--- config.mk ---
export PLATFORM = sky130hd
export DESIGN_NAME = tagv_array
export DESIGN_NICKNAME = d
export VERILOG_FILES = /design/src/rtl/tagv_array.sv
export SDC_FILE = /design/constraint.sdc
export NUM_CORES = 2
export LEC_CHECK = 0
export CAP_MARGIN = 10
export CORE_MARGIN = 3
export CORE_UTILIZATION = 56
export DETAILED_ROUTE_END_ITERATION = 8
export GPL_ROUTABILITY_DRIVEN = 0
export PLACE_DENSITY = 0.75
export SLEW_MARGIN = 20
export SYNTH_ARGS = -nofsm -noshare
export SYNTH_HDL_FRONTEND = slang
export SYNTH_SLANG_ARGS = --single-unit
--- constraint.sdc ---
create_clock -name clk -period 3.8 [get_ports clk]
set_clock_uncertainty 0.1 [all_clocks]
set_input_delay 0.38 -clock clk [delete_from_list [all_inputs] [get_ports clk]]
set_output_delay 0.38 -clock clk [all_outputs]
set_load 0.005 [all_outputs]
--- src/rtl/tagv_array.sv ---
// Multi-way tag/valid store: synchronous write-first read port with per-way tag compare,
// and a sweep FSM that clears every valid bit after reset and on invalidate-all.
module tagv_array #(
  parameter int TAG_WIDTH = 20,
  parameter int DEPTH     = 64,
  parameter int WAYS      = 2
) (
  input  logic                           clk,
  input  logic                           rst,
  input  logic                           inv_all,
  output logic                           ready,
  input  logic                           rd_en,
  input  logic [$clog2(DEPTH)-1:0]       raddr,
  input  logic [TAG_WIDTH-1:0]           rtag,
  output logic [WAYS*(TAG_WIDTH+1)-1:0]  rdata,
  output logic [WAYS-1:0]                hit,
  input  logic                           we,
  input  logic [$clog2(DEPTH)-1:0]       waddr,
  input  logic [WAYS-1:0]                wway,
  input  logic [TAG_WIDTH-1:0]           wtag,
  input  logic                           wvalid
);

  localparam int ADDR_WIDTH = $clog2(DEPTH);
  localparam int EW         = TAG_WIDTH + 1;

  typedef enum logic {ST_CLEAR, ST_READY} state_e;

  state_e                  state_q, state_d;
  logic [ADDR_WIDTH-1:0]   cnt_q, cnt_d;
  logic [WAYS*EW-1:0]      rdata_q, rdata_d;
  logic [TAG_WIDTH-1:0]    rtag_q, rtag_d;

  logic [EW-1:0]           mem [WAYS][DEPTH];
  logic [WAYS-1:0]         mem_we;
  logic [ADDR_WIDTH-1:0]   mem_addr;
  logic [EW-1:0]           mem_wdata;

  always_comb begin
    state_d   = state_q;
    cnt_d     = cnt_q;
    rdata_d   = rdata_q;
    rtag_d    = rtag_q;
    mem_we    = '0;
    mem_addr  = waddr;
    mem_wdata = {wvalid, wtag};
    case (state_q)
      ST_CLEAR: begin
        // Sweep owns the write port; user reads and writes are dropped.
        mem_we    = rst ? '0 : '1;
        mem_addr  = cnt_q;
        mem_wdata = '0;
        if (inv_all) begin
          cnt_d = '0;
        end else begin
          cnt_d = cnt_q + ADDR_WIDTH'(1);
          if (cnt_q == ADDR_WIDTH'(DEPTH - 1)) state_d = ST_READY;
        end
      end
      default: begin
        mem_we = (we && !rst) ? wway : '0;
        if (rd_en) begin
          rtag_d = rtag;
          for (int w = 0; w < WAYS; w++) begin
            if (we && wway[w] && (raddr == waddr))
              rdata_d[w*EW +: EW] = {wvalid, wtag};
            else
              rdata_d[w*EW +: EW] = mem[w][raddr];
          end
        end
        if (inv_all) begin
          state_d = ST_CLEAR;
          cnt_d   = '0;
        end
      end
    endcase
  end

  always_ff @(posedge clk) begin
    if (rst) begin
      state_q <= ST_CLEAR;
      cnt_q   <= '0;
      rdata_q <= '0;
      rtag_q  <= '0;
    end else begin
      state_q <= state_d;
      cnt_q   <= cnt_d;
      rdata_q <= rdata_d;
      rtag_q  <= rtag_d;
    end
  end

  // Array storage has no reset; the sweep provides the known contents.
  always_ff @(posedge clk) begin
    for (int w = 0; w < WAYS; w++) begin
      if (mem_we[w]) mem[w][mem_addr] <= mem_wdata;
    end
  end

  assign ready = (state_q == ST_READY);
  assign rdata = rdata_q;

  always_comb begin
    hit = '0;
    for (int w = 0; w < WAYS; w++) begin
      hit[w] = ready && rdata_q[w*EW + TAG_WIDTH] && (rdata_q[w*EW +: TAG_WIDTH] == rtag_q);
    end
  end

endmodule

==> results.ini <==
[run_status]
status=completed

[yosys]
yosysWarnings=0
async_reset_ff_frac=0
synth.most_common_cell=edfxtp_1
syn_avg_cell_area_um2=22.5
synth_top_area_cell=edfxtp_1
synth_top_flop_cell=edfxtp_1
yosysTopAreaCellShare=0.761
ys_top_cells_by_area=edfxtp_1 76%, mux4_2 16%, dfxtp_1 1.3%
syn_nets=4782
yosys-top-cells-count=2688 x edfxtp_1, 739 x mux4_2, 184 x nor2_1, 118 x clkbuf_1, 113 x mux2i_1
yosysUniqueCellTypes=56
synth_edf_count=2688
seq_area_frac_synth=0.774
synth_cells=4721
synth-seq-cells=2757
syn_area_um2=106000

[die]
rows=159
core_area_um2=188000
fp.dieH_um=441
start_util=0.564
die_x_um=441
design.die.area_um2=195000
ioPinCount=105

[power]
p_leak_uw=0.0343
power.density_nw_per_um2=503
fin_total_pwr_uw=61700
vdd_drop_max_mv=0.480

[global_routing]
grt_pass1_wl_um=425000
grt_overflow=0
grt_start_max_net_pins=129
grt_pass1_vias=54800
track_usage=0.316
antenna_found_initial=31

[cts]
clock-sinks=2757
tritoncts=done
cts-buffers-inserted=281
clock_latency_ns=0.96
htree_levels=5
root_buffer=clkbuf_16
clock_path_buffers=4
clk_pin_slew_ns=0.07

[place]
dp_hpwl_um=170000
port_buffers=104
place_ws_ns=0.297
placed_cells=7375

[sta]
setup_viol=0
timing.hold.ws_ns=0.0881
relSlewSlack=0.159
max_freq_mhz=264
fin_crit_sh=0.998
rsz0062_at_grt=true
fin_ws_ns=0.00689
post-route-min-period_ns=3.79
worstMarginPinSlew_ns=1.26
slew_viol_final=0
hold_viol=0

[layout]
stdcell_count=7892
fin_util=0.652
areaGrowthSynthToFinish_pct=15.5
nets=5242
drive_above_1_share=0.307

[setup_path]
path_class=reg -> out
cp-end-kind=output pin
crit_arrival_ns=3.31
startpoint_type=flop
path_max_fanout=3
required_ns=3.32

[route]
drtIter0Drc=9317
firstDrtPassIters=9
drt-total-wl_um=303000
wl_per_cell_um=38.3
post-route-drc-count=0
vias=55000
antenna_left=0
vias_per_cell=6.96

[flow_run]
cap_violations=0

[worst_hold_path]
min_path_type=in -> reg

-- critical path, stage by stage (launching register included) --
cell,delay [ns]
dfxtp_1,0.89
xnor2_1,0.19
nand4_1,0.13
nor4_2,0.41
buf_4,0.22
clkdlybuf4s50_1,0.51
-- stage by stage --
| stage | TNS (ns) | cell area, µm² |
|---|---|---|
| finish | 0 | 123000 |
| global route | -0.0292 | 123000 |
| CTS | -0.0488 | 122000 |
| detailed placement | 0 | 114000 |
| global placement | 0 | 114000 |
| floorplan | 0 | 106000 |
-- cell type report --
type | count | area, µm²
clock inverter | 130 | 1190
tap | 2495 | 3120
fill | 11500 | 65500
sequential | 2757 | 82100
inverter | 5 | 23.8
clock buffer | 355 | 7570
multi-input combinational | 1694 | 23100
antenna | 14 | 35.0
timing repair buffer | 442 | 5370
-- state kept, by name, summed over array words and instances, names as in the netlist --
register	count
mem	2688
rdata	42
rtag_q	20
cnt_q	6
ready	1
-- path summary, 6_finish.rpt --
path / start / end / slack, ns / cells after the start
hold reg to reg: rtag_q[11]$_SDFFE_PP0P_ / rtag_q[11]$_SDFFE_PP0P_ / 0.46 / 2
setup / recovery: rdata[17]$_SDFFE_PP0P_ / hit[0] / 0.007 / 5
setup reg to reg: ready$_SDFF_PP0_ / rdata[29]$_SDFFE_PP0P_ / 0.66 / 6
hold / removal: raddr[5] / rdata[38]$_SDFFE_PP0P_ / 0.09 / 4
-- power by group --
| part | internal (µW) | total (µW) | switching, µW |
|---|---|---|---|
| sequential | 32900 | 32900 | 13.5 |
| clock | 15600 | 26700 | 11100 |
| combinational | 887 | 2070 | 1180 |
-- metal layers --
metal / up-vias / share of wire / GRT usage
li1: 20900 / - / -
met1: 28500 / 0.33 / 0.412
met2: 4537 / 0.46 / 0.478
met3: 937 / 0.13 / 0.0984
met4: 20 / 0.070 / 0.179
met5: - / 0.00053 / 0.00174
-- cell families (layout without fill, tap and decap cells) --
group                    Yosys count  after routing  synth area share
XOR/XNOR                          51             51           0.00421
multiplexers                     887            887             0.171
adder cells (fa/ha/maj)            1              1          0.000118
AND/OR/NAND/NOR                  488            488            0.0216
flip-flops                      2757           2757             0.774
AO/OA/AOI/OAI                    267            267            0.0167
buffers and inverters            270            932            0.0126
other                              0             14                 0
-- repair_timing --
item / in CTS / in global routing
endpoints found under the setup margin: 2 / 2
resized for setup: 4 / 18
pin swaps: 0 / 1
setup buffers: 0 / 0
hold buffers: 17 / 0
endpoints found under the hold margin: 17 / 0
-- cell usage in the layout, fill, tap and decap left out, types with 12 or more instances in the layout --
cell                n
nand2_1           109
bufinv_16          22
xnor2_1            31
buf_4             182
xor2_1             20
nor2b_1            48
a21oi_1            44
dfxtp_2            13
dfxtp_1            53
and2_4             21
o21ai_0            32
nand4_1            14
a211oi_1           42
o22ai_1            81
nand2b_1           12
mux2i_1           113
clkbuf_16         289
nor4_1             39
nor2_2            128
mux2_2             35
mux4_2            739
clkinv_1           54
edfxtp_1         2688
buf_12            139
clkbuf_1           57
nor2_1             56
clkdlybuf4s50_1    97
nor3_1             22
clkinv_2           37
diode_2            14
dlygate4sd3_1      17
(Power assumes the default switching activity.)
